### config.mk
export PLATFORM = sky130hd
export DESIGN_NAME = projectile_aimer_flat
export DESIGN_NICKNAME = d
export VERILOG_FILES = /design/src/rtl/aimer_pkg.sv /design/src/rtl/projectile_aimer_if.sv /design/src/rtl/projectile_slot.sv /design/src/rtl/projectile_aimer.sv /design/src/flat_wrapper.sv
export SDC_FILE = /design/constraint.sdc
export NUM_CORES = 1
export LEC_CHECK = 0
export CORE_ASPECT_RATIO = 1.25
export CORE_MARGIN = 2
export CORE_UTILIZATION = 53
export CTS_BUF_LIST = sky130_fd_sc_hd__clkbuf_8
export DETAILED_ROUTE_END_ITERATION = 8
export PLACE_DENSITY = 0.79
export SETUP_SLACK_MARGIN = 0.05
export SYNTH_ARGS = -nofsm -noshare
export SYNTH_HDL_FRONTEND = slang
export SYNTH_HIERARCHICAL = 1
export SYNTH_SLANG_ARGS = --single-unit
export TNS_END_PERCENT = 100
### constraint.sdc
create_clock -name Clk -period 4.89 [get_ports Clk]
set_input_delay 0.489 -clock Clk [delete_from_list [all_inputs] [get_ports Clk]]
set_output_delay 0.489 -clock Clk [all_outputs]
set_load 0.03 [all_outputs]
### src/rtl/aimer_pkg.sv
// aimer_pkg: shared FSM state type and default parameter values for
// projectile_aimer and its per-slot sub-module.
package aimer_pkg;
  localparam int DEF_COORD_W      = 10;
  localparam int DEF_SHIFT        = 5;
  localparam int DEF_NUM_SLOTS    = 4;
  localparam int DEF_MIN_SPEED_SQ = 25;
  localparam int DEF_BOOST        = 2;
  localparam int DEF_MAX_SPEED    = 15;
  localparam int DEF_SCREEN_W     = 640;
  localparam int DEF_SCREEN_H     = 480;

  typedef enum logic [2:0] {
    IDLE, DIFF, SQX, SQY, DECIDE, ALLOC
  } aim_state_e;
endpackage

### src/rtl/projectile_aimer_if.sv
// projectile_aimer_if: fire request/response handshake plus per-slot
// projectile state.
//   master: requester side (drives frame_tick, fire_req, coordinates)
//   slave : aimer side (drives busy, fire_ack/drop, slot_* outputs)
interface projectile_aimer_if
  import aimer_pkg::*;
#(
  parameter int COORD_W   = DEF_COORD_W,
  parameter int SHIFT     = DEF_SHIFT,
  parameter int NUM_SLOTS = DEF_NUM_SLOTS
);
  localparam int VW = COORD_W - SHIFT + 1;

  logic                                frame_tick;
  logic                                fire_req;
  logic [COORD_W-1:0]                  shooter_x, shooter_y;
  logic [COORD_W-1:0]                  target_x, target_y;
  logic                                busy;
  logic                                fire_ack;
  logic                                fire_drop;
  logic [NUM_SLOTS-1:0]                slot_active;
  logic [NUM_SLOTS-1:0][COORD_W-1:0]   slot_x, slot_y;
  // two's-complement velocities
  logic [NUM_SLOTS-1:0][VW-1:0]        slot_xvel, slot_yvel;

  modport master (
    output frame_tick, fire_req, shooter_x, shooter_y, target_x, target_y,
    input  busy, fire_ack, fire_drop, slot_active, slot_x, slot_y,
           slot_xvel, slot_yvel
  );
  modport slave (
    input  frame_tick, fire_req, shooter_x, shooter_y, target_x, target_y,
    output busy, fire_ack, fire_drop, slot_active, slot_x, slot_y,
           slot_xvel, slot_yvel
  );
endinterface

### src/rtl/projectile_slot.sv
// projectile_slot: one tracked projectile. Holds position, velocity and
// active flag; moves on tick, retires when the next position leaves the
// playfield.
//   Clk/Reset_n      : clock, synchronous active-low reset
//   tick_i           : frame advance
//   load_i, ld_*_i   : allocate this slot with new position/velocity
//   active_o, x_o, y_o, xv_o, yv_o : current slot state
module projectile_slot #(
  parameter int COORD_W  = 10,
  parameter int VW       = 6,
  parameter int SCREEN_W = 640,
  parameter int SCREEN_H = 480
) (
  input  logic               Clk,
  input  logic               Reset_n,
  input  logic               tick_i,
  input  logic               load_i,
  input  logic [COORD_W-1:0] ld_x_i,
  input  logic [COORD_W-1:0] ld_y_i,
  input  logic [VW-1:0]      ld_xv_i,
  input  logic [VW-1:0]      ld_yv_i,
  output logic               active_o,
  output logic [COORD_W-1:0] x_o,
  output logic [COORD_W-1:0] y_o,
  output logic [VW-1:0]      xv_o,
  output logic [VW-1:0]      yv_o
);
  logic               active_q;
  logic [COORD_W-1:0] x_q, y_q;
  logic [VW-1:0]      xv_q, yv_q;
  logic [COORD_W:0]   nx, ny;   // signed, one bit wider than a coordinate
  logic               out_x, out_y;

  assign nx = {1'b0, x_q} + {{(COORD_W+1-VW){xv_q[VW-1]}}, xv_q};
  assign ny = {1'b0, y_q} + {{(COORD_W+1-VW){yv_q[VW-1]}}, yv_q};
  // top bit set means the sum went negative
  assign out_x = nx[COORD_W] || (nx[COORD_W-1:0] > COORD_W'(SCREEN_W-1));
  assign out_y = ny[COORD_W] || (ny[COORD_W-1:0] > COORD_W'(SCREEN_H-1));

  // A load wins over motion so a freshly allocated slot sits still that tick.
  always_ff @(posedge Clk) begin
    if (!Reset_n) begin
      active_q <= 1'b0;
      x_q      <= '0;
      y_q      <= '0;
      xv_q     <= '0;
      yv_q     <= '0;
    end else if (load_i) begin
      active_q <= 1'b1;
      x_q      <= ld_x_i;
      y_q      <= ld_y_i;
      xv_q     <= ld_xv_i;
      yv_q     <= ld_yv_i;
    end else if (tick_i && active_q) begin
      if (out_x || out_y) begin
        active_q <= 1'b0;
      end else begin
        x_q <= nx[COORD_W-1:0];
        y_q <= ny[COORD_W-1:0];
      end
    end
  end

  assign active_o = active_q;
  assign x_o      = x_q;
  assign y_o      = y_q;
  assign xv_o     = xv_q;
  assign yv_o     = yv_q;
endmodule

### src/rtl/projectile_aimer.sv
// projectile_aimer: turns a fire request (shooter, target) into a
// per-axis launch velocity through a 5-state pipeline sharing one
// squarer, then allocates the lowest free projectile slot.
//   Clk/Reset_n : clock, synchronous active-low reset
//   bus         : request/response and slot state (slave modport)
module projectile_aimer
  import aimer_pkg::*;
#(
  parameter int COORD_W      = DEF_COORD_W,
  parameter int SHIFT        = DEF_SHIFT,
  parameter int NUM_SLOTS    = DEF_NUM_SLOTS,
  parameter int MIN_SPEED_SQ = DEF_MIN_SPEED_SQ,
  parameter int BOOST        = DEF_BOOST,
  parameter int MAX_SPEED    = DEF_MAX_SPEED,
  parameter int SCREEN_W     = DEF_SCREEN_W,
  parameter int SCREEN_H     = DEF_SCREEN_H
) (
  input logic                Clk,
  input logic                Reset_n,
  projectile_aimer_if.slave  bus
);
  localparam int AW = COORD_W - SHIFT;   // speed magnitude width
  localparam int VW = AW + 1;            // signed velocity width
  localparam int SW = 2*AW + 1;          // ax^2 + ay^2 width

  aim_state_e         state_q;
  logic [COORD_W-1:0] sx_q, sy_q, tx_q, ty_q;
  logic               xneg_q, yneg_q;
  logic [AW-1:0]      ax_q, ay_q;
  logic [SW-1:0]      sum_q;
  logic [VW-1:0]      xv_q, yv_q;
  logic               busy_q, ack_q, drop_q;

  // DIFF stage
  logic signed [COORD_W:0] dx, dy;
  logic [COORD_W:0]        dxm, dym;
  assign dx  = $signed({1'b0, tx_q}) - $signed({1'b0, sx_q});
  assign dy  = $signed({1'b0, ty_q}) - $signed({1'b0, sy_q});
  assign dxm = dx[COORD_W] ? -dx : dx;
  assign dym = dy[COORD_W] ? -dy : dy;

  // Single squarer: ax in SQX, ay in SQY.
  logic [AW-1:0]   mul_op;
  logic [2*AW-1:0] prod;
  assign mul_op = (state_q == SQX) ? ax_q : ay_q;
  assign prod   = (2*AW)'(mul_op) * (2*AW)'(mul_op);

  // DECIDE stage: boost slow shots, clamp, reapply sign
  logic [AW:0]          bx, by;
  logic signed [VW-1:0] mx, my;
  logic [VW-1:0]        xv_d, yv_d;
  always_comb begin
    bx = {1'b0, ax_q};
    by = {1'b0, ay_q};
    if (sum_q < SW'(MIN_SPEED_SQ)) begin
      bx = bx + (AW+1)'(BOOST);
      by = by + (AW+1)'(BOOST);
    end
    if (bx > (AW+1)'(MAX_SPEED)) bx = (AW+1)'(MAX_SPEED);
    if (by > (AW+1)'(MAX_SPEED)) by = (AW+1)'(MAX_SPEED);
    mx   = $signed(bx);
    my   = $signed(by);
    xv_d = xneg_q ? -mx : mx;
    yv_d = yneg_q ? -my : my;
  end

  // Lowest free slot, judged on registered active flags so a slot
  // retiring this same cycle is not picked.
  logic [NUM_SLOTS-1:0] slot_active, load;
  logic                 found;
  always_comb begin
    found = 1'b0;
    load  = '0;
    for (int i = 0; i < NUM_SLOTS; i++) begin
      if (!slot_active[i] && !found) begin
        load[i] = (state_q == ALLOC);
        found   = 1'b1;
      end
    end
  end

  always_ff @(posedge Clk) begin
    if (!Reset_n) begin
      state_q <= IDLE;
      sx_q <= '0; sy_q <= '0; tx_q <= '0; ty_q <= '0;
      xneg_q <= 1'b0; yneg_q <= 1'b0;
      ax_q <= '0; ay_q <= '0; sum_q <= '0;
      xv_q <= '0; yv_q <= '0;
      busy_q <= 1'b0; ack_q <= 1'b0; drop_q <= 1'b0;
    end else begin
      ack_q  <= 1'b0;
      drop_q <= 1'b0;
      case (state_q)
        IDLE: if (bus.fire_req) begin
          sx_q    <= bus.shooter_x;
          sy_q    <= bus.shooter_y;
          tx_q    <= bus.target_x;
          ty_q    <= bus.target_y;
          busy_q  <= 1'b1;
          state_q <= DIFF;
        end
        DIFF: begin
          xneg_q  <= dx[COORD_W];
          yneg_q  <= dy[COORD_W];
          ax_q    <= AW'(dxm >> SHIFT);
          ay_q    <= AW'(dym >> SHIFT);
          state_q <= SQX;
        end
        SQX: begin
          sum_q   <= SW'(prod);
          state_q <= SQY;
        end
        SQY: begin
          sum_q   <= sum_q + SW'(prod);
          state_q <= DECIDE;
        end
        DECIDE: begin
          xv_q    <= xv_d;
          yv_q    <= yv_d;
          state_q <= ALLOC;
        end
        ALLOC: begin
          ack_q   <= found;
          drop_q  <= !found;
          busy_q  <= 1'b0;
          state_q <= IDLE;
        end
        default: begin
          busy_q  <= 1'b0;
          state_q <= IDLE;
        end
      endcase
    end
  end

  logic [NUM_SLOTS-1:0][COORD_W-1:0] slot_x, slot_y;
  logic [NUM_SLOTS-1:0][VW-1:0]      slot_xv, slot_yv;

  for (genvar g = 0; g < NUM_SLOTS; g++) begin : g_slot
    projectile_slot #(
      .COORD_W(COORD_W), .VW(VW), .SCREEN_W(SCREEN_W), .SCREEN_H(SCREEN_H)
    ) u_slot (
      .Clk      (Clk),
      .Reset_n  (Reset_n),
      .tick_i   (bus.frame_tick),
      .load_i   (load[g]),
      .ld_x_i   (sx_q),
      .ld_y_i   (sy_q),
      .ld_xv_i  (xv_q),
      .ld_yv_i  (yv_q),
      .active_o (slot_active[g]),
      .x_o      (slot_x[g]),
      .y_o      (slot_y[g]),
      .xv_o     (slot_xv[g]),
      .yv_o     (slot_yv[g])
    );
  end

  assign bus.busy        = busy_q;
  assign bus.fire_ack    = ack_q;
  assign bus.fire_drop   = drop_q;
  assign bus.slot_active = slot_active;
  assign bus.slot_x      = slot_x;
  assign bus.slot_y      = slot_y;
  assign bus.slot_xvel   = slot_xv;
  assign bus.slot_yvel   = slot_yv;
endmodule

### src/flat_wrapper.sv
// flat-port wrapper written by rule: the top's interface ports become plain ports
module projectile_aimer_flat import aimer_pkg::*;
#(
  parameter int COORD_W      = DEF_COORD_W,
  parameter int SHIFT        = DEF_SHIFT,
  parameter int NUM_SLOTS    = DEF_NUM_SLOTS,
  parameter int MIN_SPEED_SQ = DEF_MIN_SPEED_SQ,
  parameter int BOOST        = DEF_BOOST,
  parameter int MAX_SPEED    = DEF_MAX_SPEED,
  parameter int SCREEN_W     = DEF_SCREEN_W,
  parameter int SCREEN_H     = DEF_SCREEN_H
)
  (Clk, Reset_n, bus_frame_tick, bus_fire_req, bus_shooter_x, bus_shooter_y, bus_target_x, bus_target_y, bus_busy, bus_fire_ack, bus_fire_drop, bus_slot_active, bus_slot_x, bus_slot_y, bus_slot_xvel, bus_slot_yvel);
  projectile_aimer_if #(.COORD_W(COORD_W), .SHIFT(SHIFT), .NUM_SLOTS(NUM_SLOTS)) bus_i ();
  input logic Clk;
  input logic Reset_n;
  input wire logic [$bits(bus_i.frame_tick)-1:0] bus_frame_tick;
  input wire logic [$bits(bus_i.fire_req)-1:0] bus_fire_req;
  input wire logic [$bits(bus_i.shooter_x)-1:0] bus_shooter_x;
  input wire logic [$bits(bus_i.shooter_y)-1:0] bus_shooter_y;
  input wire logic [$bits(bus_i.target_x)-1:0] bus_target_x;
  input wire logic [$bits(bus_i.target_y)-1:0] bus_target_y;
  output wire logic [$bits(bus_i.busy)-1:0] bus_busy;
  output wire logic [$bits(bus_i.fire_ack)-1:0] bus_fire_ack;
  output wire logic [$bits(bus_i.fire_drop)-1:0] bus_fire_drop;
  output wire logic [$bits(bus_i.slot_active)-1:0] bus_slot_active;
  output wire logic [$bits(bus_i.slot_x)-1:0] bus_slot_x;
  output wire logic [$bits(bus_i.slot_y)-1:0] bus_slot_y;
  output wire logic [$bits(bus_i.slot_xvel)-1:0] bus_slot_xvel;
  output wire logic [$bits(bus_i.slot_yvel)-1:0] bus_slot_yvel;
  assign bus_i.frame_tick = bus_frame_tick;
  assign bus_i.fire_req = bus_fire_req;
  assign bus_i.shooter_x = bus_shooter_x;
  assign bus_i.shooter_y = bus_shooter_y;
  assign bus_i.target_x = bus_target_x;
  assign bus_i.target_y = bus_target_y;
  assign bus_busy = bus_i.busy;
  assign bus_fire_ack = bus_i.fire_ack;
  assign bus_fire_drop = bus_i.fire_drop;
  assign bus_slot_active = bus_i.slot_active;
  assign bus_slot_x = bus_i.slot_x;
  assign bus_slot_y = bus_i.slot_y;
  assign bus_slot_xvel = bus_i.slot_xvel;
  assign bus_slot_yvel = bus_i.slot_yvel;
  projectile_aimer #(.COORD_W(COORD_W), .SHIFT(SHIFT), .NUM_SLOTS(NUM_SLOTS), .MIN_SPEED_SQ(MIN_SPEED_SQ), .BOOST(BOOST), .MAX_SPEED(MAX_SPEED), .SCREEN_W(SCREEN_W), .SCREEN_H(SCREEN_H)) u_core (.Clk(Clk), .Reset_n(Reset_n), .bus(bus_i));
endmodule
Yosys cells after proc, flatten, opt, wreduce, memory -nomap -nowiden
Index checks and enable logic that the tools add are counted.

Output and inout bits: 135. Bits in registers: 213. Word-level logic and storage cells: 180. Input bits: 44.

$add $sub $neg: 17. Multiplexer cells: 58. Reductions and logical operators: 47. Order comparisons: 11. Bitwise operators: 1. Equal/unequal tests: 10. $mul: 1.

Operator list (count): $mux W10 (26); $add A10 B11 Y11 (8); $gt A10 B10 Y1 const B (4); $gt A10 B9 Y1 const B (4); $mux W6 (6); $pmux W11 S2 (1); $reduce_and A2 Y1 (11); $sub A10 B10 Y11 (2); $mux W1 (21); $neg A10 Y10 (2); $reduce_bool A2 Y1 (9); $pmux W3 S5 (1); $add A5 B2 Y6 const B (2); $gt A6 B4 Y1 const B (2); $logic_or A1 B1 Y1 (12); $neg A6 Y6 (2); $add A11 B10 Y11 (1); $lt A11 B5 Y1 const B (1); $mul A5 B5 Y10 (1); $ne A2 B2 Y1 const B (5); $logic_and A1 B1 Y1 (7); $eq A3 B2 Y1 const B (2); $eq A3 B3 Y1 const B (2); $logic_not A1 Y1 (6); other kinds (7) (7).

Depth between registers and ports, before layout
Depth in word-level cells: 11. Mapped depth: 21. Mapped depth without buffers: 20.

By module
The synthesis kept the hierarchy.

Modules (own cells, without submodules): projectile_slot (cells an instance 285, seq. area each 660.6 um^2, instances 4, area each 2453.6 um^2); projectile_aimer (cells an instance 678, seq. area each 1621.6 um^2, instances 1, area each 5387.7 um^2).

Worst setup path before layout
OpenSTA, ideal clock, no wires.

Path kind: reg2reg. Start point: register u_core.state_q[1]. End point: register u_core.sum_q[8]. Buffers on the path: 1. Period minus slack after synthesis: 4.954 ns. Path slack: -0.064 ns. Data arrival time: 4.838 ns. Setup time: 0.116 ns. Required time: 4.774 ns. Cell stages (with the launch flop): 21. Cell sequence: dfxtp_1 > buf_6 > nor3b_4 > mux2i_2 > or2_2 > fa_1 > fa_1 > inv_1 > ha_1 > a21o_1 > ha_1 > a21o_1 > a221oi_2 > xnor2_2 > ha_1 > o21ai_0 > a21oi_1 > nand2_1 > xor2_1 > a21oi_1 > a31o_2.

Cells in the longest elaborated chain, start to end: 5. Elaborated cells between the ends (all ways): 7. Those cells by class: 1 x add/sub; 1 x mul; 2 x eq/ne; 2 x mux; 1 x reduce/logical.

Ends and longest elaborated chain: start: declaration (line projectile_aimer.sv:26) `aim_state_e state_q;`; start signal: assignment (line projectile_aimer.sv:84) `state_q <= IDLE;`; start signal: assignment (line projectile_aimer.sv:100) `state_q <= DIFF;`; start signal: assignment (line projectile_aimer.sv:107) `state_q <= SQX;`; $eq A3 B2 Y1 (line projectile_aimer.sv:45, projectile_aimer.sv:93); $mux W5 (line projectile_aimer.sv:45) `assign mul_op = (state_q == SQX) ? ax_q : ay_q;`; $mul A5 B5 Y10 (line projectile_aimer.sv:46) `assign prod = (2*AW)'(mul_op) * (2*AW)'(mul_op);`; $add A11 B10 Y11 (line projectile_aimer.sv:114) `sum_q <= sum_q + SW'(prod);`; $pmux W11 S2 (line projectile_aimer.sv:93) `case (state_q)`; end signal: assignment (line projectile_aimer.sv:110) `sum_q <= SW'(prod);`; end signal: assignment (line projectile_aimer.sv:114); end: declaration (line projectile_aimer.sv:30) `logic [SW-1:0] sum_q;`.

Several ways; a longest one is shown, not always the timed one. A chain may end at the register's enable or synchronous reset.

Worst setup path after layout
Start point: register u_core.state_q[2]. End point: register u_core.sum_q[10].

The elaborated chain is that of the path after synthesis.

==> impl_metrics.xml <==
<?xml version="1.0" encoding="UTF-8"?>
<metrics>
  <group name="yosys">
    <metric name="synthDistinctLibCells" unit="">83</metric>
    <metric name="syn-cell-area" unit="sq um">15200</metric>
    <metric name="netlist.top_cell.by_area" unit="">sky130_fd_sc_hd__dfxtp_1</metric>
    <metric name="synth_nets" unit="">2000</metric>
    <metric name="synthesized_netlist_cell_count" unit="">1818</metric>
    <metric name="synth_warnings" unit="">6</metric>
    <metric name="ys_dominant_reg_cell" unit="">sky130_fd_sc_hd__dfxtp_1</metric>
    <metric name="synth_enable_flop_cells" unit="">0</metric>
    <metric name="synth_async_sr_flop_share" unit="%">0</metric>
    <metric name="leading_cell_types_by_total_area_after_synthesis" unit="">sky130_fd_sc_hd__dfxtp_1 28%, sky130_fd_sc_hd__ha_1 10%, sky130_fd_sc_hd__nand2_1 7.2%</metric>
    <metric name="seq_total_area_yosys" unit="%">28.0</metric>
    <metric name="average_instance_area_after_synthesis" unit="sq um">8.36</metric>
    <metric name="synth_top_area_share" unit="%">28.0</metric>
    <metric name="flip_flop_and_latch_count_after_synthesis" unit="">213</metric>
  </group>
  <group name="drt">
    <metric name="met1_wire_length" unit="mm">18.6</metric>
    <metric name="dr_wl_met2" unit="mm">21.8</metric>
    <metric name="met3_length" unit="mm">2.96</metric>
    <metric name="route.vias.total" unit="">14501</metric>
    <metric name="detail_route.iter0.violations" unit="">1053</metric>
    <metric name="drt-total-wl" unit="mm">45.9</metric>
    <metric name="antenna_violating_nets_post_route" unit="">0</metric>
    <metric name="top_layer" unit="">met4</metric>
    <metric name="routed_via_density" unit="">6.10</metric>
    <metric name="drt_first_pass_iters" unit="">5</metric>
    <metric name="route.detailed.drc" unit="">0</metric>
    <metric name="post_drt_wl_per_cell" unit="um">19.3</metric>
  </group>
  <group name="worst_hold_path">
    <metric name="worst_hold_path_depth" unit="">2</metric>
    <metric name="hold_path.class" unit="">reg -&gt; reg</metric>
  </group>
  <group name="global_routing">
    <metric name="grt_antenna_before_repair" unit="">1</metric>
    <metric name="largest_net_degree_at_the_start_of_global_routing" unit="">75</metric>
    <metric name="wire_length_of_the_first_global_routing_pass" unit="mm">71.7</metric>
    <metric name="first_global_vias" unit="">13825</metric>
    <metric name="total_routing_resource_utilization_after_global_routing" unit="%">29.7</metric>
    <metric name="global_route.overflow_total" unit="">0</metric>
  </group>
  <group name="cts">
    <metric name="insertion_delay" unit="ns">0.55</metric>
    <metric name="cts_tree" unit="">yes</metric>
    <metric name="tritoncts.num_buffers" unit="">38</metric>
    <metric name="cts-hold-fix-buffers" unit="">0</metric>
    <metric name="clkSlewWorstSetupHoldPaths" unit="ns">0.06</metric>
    <metric name="cts.sink_count" unit="">213</metric>
    <metric name="clock_tree.root_cell" unit="">sky130_fd_sc_hd__clkbuf_8</metric>
    <metric name="cts_buffer_depth" unit="">3</metric>
    <metric name="clock_tree.htree_level_count" unit="">2</metric>
  </group>
  <group name="power">
    <metric name="power_frac_comb" unit="%">21.6</metric>
    <metric name="power.switching_fraction" unit="%">32.4</metric>
    <metric name="total_leakage_power" unit="nW">7.34</metric>
    <metric name="peakVddDrop" unit="V">0.000231</metric>
    <metric name="netSwitchingPower" unit="W">0.00151</metric>
    <metric name="p_seq_share" unit="%">41.1</metric>
    <metric name="p_per_area" unit="nW/um^2">256</metric>
    <metric name="cell_internal_pwr" unit="W">0.00316</metric>
    <metric name="clock_power_share" unit="%">37.3</metric>
  </group>
  <group name="cells_and_area">
    <metric name="utilization" unit="%">64.3</metric>
    <metric name="layout.cells.non_filler" unit="">2378</metric>
    <metric name="antenna_cells" unit="">0</metric>
    <metric name="layout.cells.most_common" unit="">sky130_fd_sc_hd__nand2_1</metric>
    <metric name="final_nets" unit="">2177</metric>
    <metric name="final_cell_mix" unit="">289 x sky130_fd_sc_hd__nand2_1, 212 x sky130_fd_sc_hd__dfxtp_1, 177 x sky130_fd_sc_hd__clkdlybuf4s50_1</metric>
    <metric name="synthToLayoutAreaGrowth" unit="%">19.8</metric>
    <metric name="drive_above_1_share" unit="%">10.2</metric>
  </group>
  <group name="setup_path">
    <metric name="cp.arrival" unit="ns">5.29</metric>
    <metric name="ff2ff_path_depth" unit="">21</metric>
    <metric name="r2r-start" unit="">u_core/state_q[2]$_SDFFE_PN0P_</metric>
    <metric name="crit_path_launch_type" unit="">register</metric>
    <metric name="r2r_setup_slk" unit="ns">0.05</metric>
    <metric name="criticalPathCategory" unit="">reg -&gt; reg</metric>
    <metric name="r2r_end" unit="">u_core/sum_q[10]$_SDFFE_PN0P_</metric>
    <metric name="setup.worst_path.end_class" unit="">register</metric>
    <metric name="startpoint" unit="">u_core/state_q[2]$_SDFFE_PN0P_</metric>
    <metric name="cp_top_family" unit="">adder cells</metric>
    <metric name="critical_path.n_buffers_inverters" unit="">3</metric>
    <metric name="worstSetupEndpoint" unit="">u_core/sum_q[10]$_SDFFE_PN0P_</metric>
    <metric name="path_depth" unit="">21</metric>
    <metric name="timing.critical_path.required" unit="ns">5.35</metric>
    <metric name="path_max_fanout" unit="">6</metric>
    <metric name="cp_slowest_cell" unit="">sky130_fd_sc_hd__fa_1</metric>
    <metric name="crit_path_max_incr_delay" unit="ns">0.55</metric>
    <metric name="critical_path.cell_chain" unit="">nor3b_4, buf_6, mux2i_2, nor2_1, inv_1, fa_1, fa_1, inv_1, ha_1, a21o_1, ha_4, a21o_1, a221oi_4, xnor2_2, ha_4, o21ai_2, a21oi_2, nand2_2, o21ai_2, nand4b_1, a31oi_1</metric>
  </group>
  <group name="sta">
    <metric name="final-max-slew-violation-count" unit="">0</metric>
    <metric name="final.period_utilization" unit="%">98.9</metric>
    <metric name="rsz0062_at_grt" unit="">yes</metric>
    <metric name="finalSetupViolCount" unit="">0</metric>
    <metric name="achievable-frequency" unit="GHz">0.207</metric>
    <metric name="fin_worst_skew" unit="ns">0.0147</metric>
    <metric name="relative_slew_margins" unit="%">20.1</metric>
    <metric name="hold_violations" unit="">0</metric>
    <metric name="final_period_minus_worst_setup_slack" unit="ns">4.84</metric>
    <metric name="timing_worst_slew_pin_value" unit="ns">1.20</metric>
  </group>
  <group name="die">
    <metric name="std_cell_rows" unit="">69</metric>
    <metric name="core_region_area" unit="sq um">28300</metric>
    <metric name="initial_utilization" unit="%">53.7</metric>
    <metric name="die_w" unit="um">155</metric>
    <metric name="die_area" unit="sq um">30100</metric>
    <metric name="num_io_pins" unit="">179</metric>
    <metric name="die_height" unit="um">193</metric>
  </group>
  <group name="placed_design">
    <metric name="place_congestion" unit="">0.944</metric>
    <metric name="hpwlAfterDp" unit="mm">34.1</metric>
    <metric name="port-buffer-count" unit="">178</metric>
    <metric name="place_inst" unit="">2303</metric>
  </group>
  <group name="run_status">
    <metric name="run_status" unit="">finished clean</metric>
  </group>
  <group name="job">
    <metric name="cap_violations" unit="">0</metric>
  </group>
</metrics>
==> how the worst min path moves through the flow <==
stage,start,to,slack (ns)
final,u_core/ty_q[0]$_SDFFE_PN0P_,u_core/ty_q[0]$_SDFFE_PN0P_,0.46
after floorplan,u_core/tx_q[0]$_SDFFE_PN0P_,u_core/tx_q[0]$_SDFFE_PN0P_,0.44
after CTS,u_core/ty_q[0]$_SDFFE_PN0P_,u_core/ty_q[0]$_SDFFE_PN0P_,0.46
after global routing,bus_target_x[5],u_core/tx_q[5]$_SDFFE_PN0P_,0.48
after global placement,u_core/ty_q[0]$_SDFFE_PN0P_,u_core/ty_q[0]$_SDFFE_PN0P_,0.45
after detailed placement,u_core/ty_q[0]$_SDFFE_PN0P_,u_core/ty_q[0]$_SDFFE_PN0P_,0.45
==> registers in the layout, summed over array words and instances (netlist names), 10 cells and up <==
register	count
u_core/g_slot.u_slot/x_o	40
u_core/g_slot.u_slot/y_o	40
u_core/g_slot.u_slot/xv_o	24
u_core/g_slot.u_slot/yv_o	24
u_core/sum_q	11
u_core/sx_q	10
u_core/sy_q	10
u_core/tx_q	10
u_core/ty_q	10
==> cells by family (layout without fill, tap and decap cells) <==
family / count (synthesis) / count (layout) / synth area share [%]
compound gates: 502 / 502 / 24.0
xor+xnor: 88 / 88 / 5.17
fa+ha+maj: 138 / 138 / 12.0
buf+inv: 183 / 388 / 4.91
flops: 213 / 213 / 28.0
mux: 125 / 125 / 8.46
simple gates: 569 / 569 / 17.4
==> worst register-to-register path, stage by stage (launching register included) <==
cell	delay (ns)
sky130_fd_sc_hd__dfxtp_2	0.33
sky130_fd_sc_hd__nor3b_4	0.20
sky130_fd_sc_hd__buf_6	0.19
sky130_fd_sc_hd__mux2i_2	0.26
sky130_fd_sc_hd__nor2_1	0.09
sky130_fd_sc_hd__inv_1	0.08
sky130_fd_sc_hd__fa_1	0.44
sky130_fd_sc_hd__fa_1	0.55
sky130_fd_sc_hd__inv_1	0.04
sky130_fd_sc_hd__ha_1	0.26
sky130_fd_sc_hd__a21o_1	0.22
sky130_fd_sc_hd__ha_4	0.26
sky130_fd_sc_hd__a21o_1	0.20
sky130_fd_sc_hd__a221oi_4	0.37
sky130_fd_sc_hd__xnor2_2	0.16
sky130_fd_sc_hd__ha_4	0.31
sky130_fd_sc_hd__o21ai_2	0.06
sky130_fd_sc_hd__a21oi_2	0.13
sky130_fd_sc_hd__nand2_2	0.10
sky130_fd_sc_hd__o21ai_2	0.14
sky130_fd_sc_hd__nand4b_1	0.14
sky130_fd_sc_hd__a31oi_1	0.23
==> synthesized netlist by cell type (22+ instances only) <==
cell type	count
sky130_fd_sc_hd__o21ai_0	86
sky130_fd_sc_hd__xor2_1	44
sky130_fd_sc_hd__o221ai_1	37
sky130_fd_sc_hd__dfxtp_1	213
sky130_fd_sc_hd__a21o_1	24
sky130_fd_sc_hd__nand2_1	290
sky130_fd_sc_hd__a211oi_1	25
sky130_fd_sc_hd__mux2i_1	101
sky130_fd_sc_hd__nand3_1	25
sky130_fd_sc_hd__a21oi_1	140
sky130_fd_sc_hd__ha_1	125
sky130_fd_sc_hd__o211ai_1	42
sky130_fd_sc_hd__mux2_2	22
sky130_fd_sc_hd__inv_1	115
sky130_fd_sc_hd__clkbuf_1	54
sky130_fd_sc_hd__xnor2_1	42
sky130_fd_sc_hd__nor2_1	119
==> metal layers <==
layer | vias up | track usage, %
met4 | 0 | 14.6
met3 | 147 | 4.03
met5 | - | 0
li1 | 6919 | -
met1 | 6901 | 36.4
met2 | 534 | 50.9
==> cell type report <==
class	count	area (sq um)
clock buffers	41	564
clock inverters	27	221
fillers	2426	10100
inverters	115	432
multi-input cells	1422	10300
flip-flops and latches	213	4270
well taps	355	444
repair buffers	205	1990
==> through the flow <==
step / total power [W] / worst slack (ns) / hold WS [ns] / TNS, ns / cell area (sq um)
after CTS: 0.00466 / 0.0681 / 0.457 / 0 / 18100
after floorplan: 0.00263 / 0.0918 / 0.436 / 0 / 15200
final: 0.00467 / 0.0541 / 0.462 / 0 / 18200
after global placement: 0.00289 / 0.198 / 0.445 / 0 / 17300
after global routing: 0.00489 / -0.135 / 0.479 / -0.308 / 18200
after detailed placement: 0.00292 / -0.00168 / 0.449 / -0.00168 / 17300
==> timing repair <==
| action | 4_1_cts | 5_1_grt |
|---|---|---|
| endpoints found under the setup margin | 1 | 3 |
| resized for setup | 2 | 14 |
| setup buffers | 0 | 7 |
| pin swaps | 2 | 18 |
==> power groups by stage <==
stage               logic, W  clock network [W]  registers (W)
detailed placement  0.000972                  0        0.00195
floorplan           0.000737                  0        0.00189
finish               0.00101            0.00174        0.00192
CTS                 0.000979            0.00177        0.00191
global route         0.00112            0.00185        0.00192
global placement    0.000946                  0        0.00195
No activity file was read; power rests on OpenSTA's default activity.
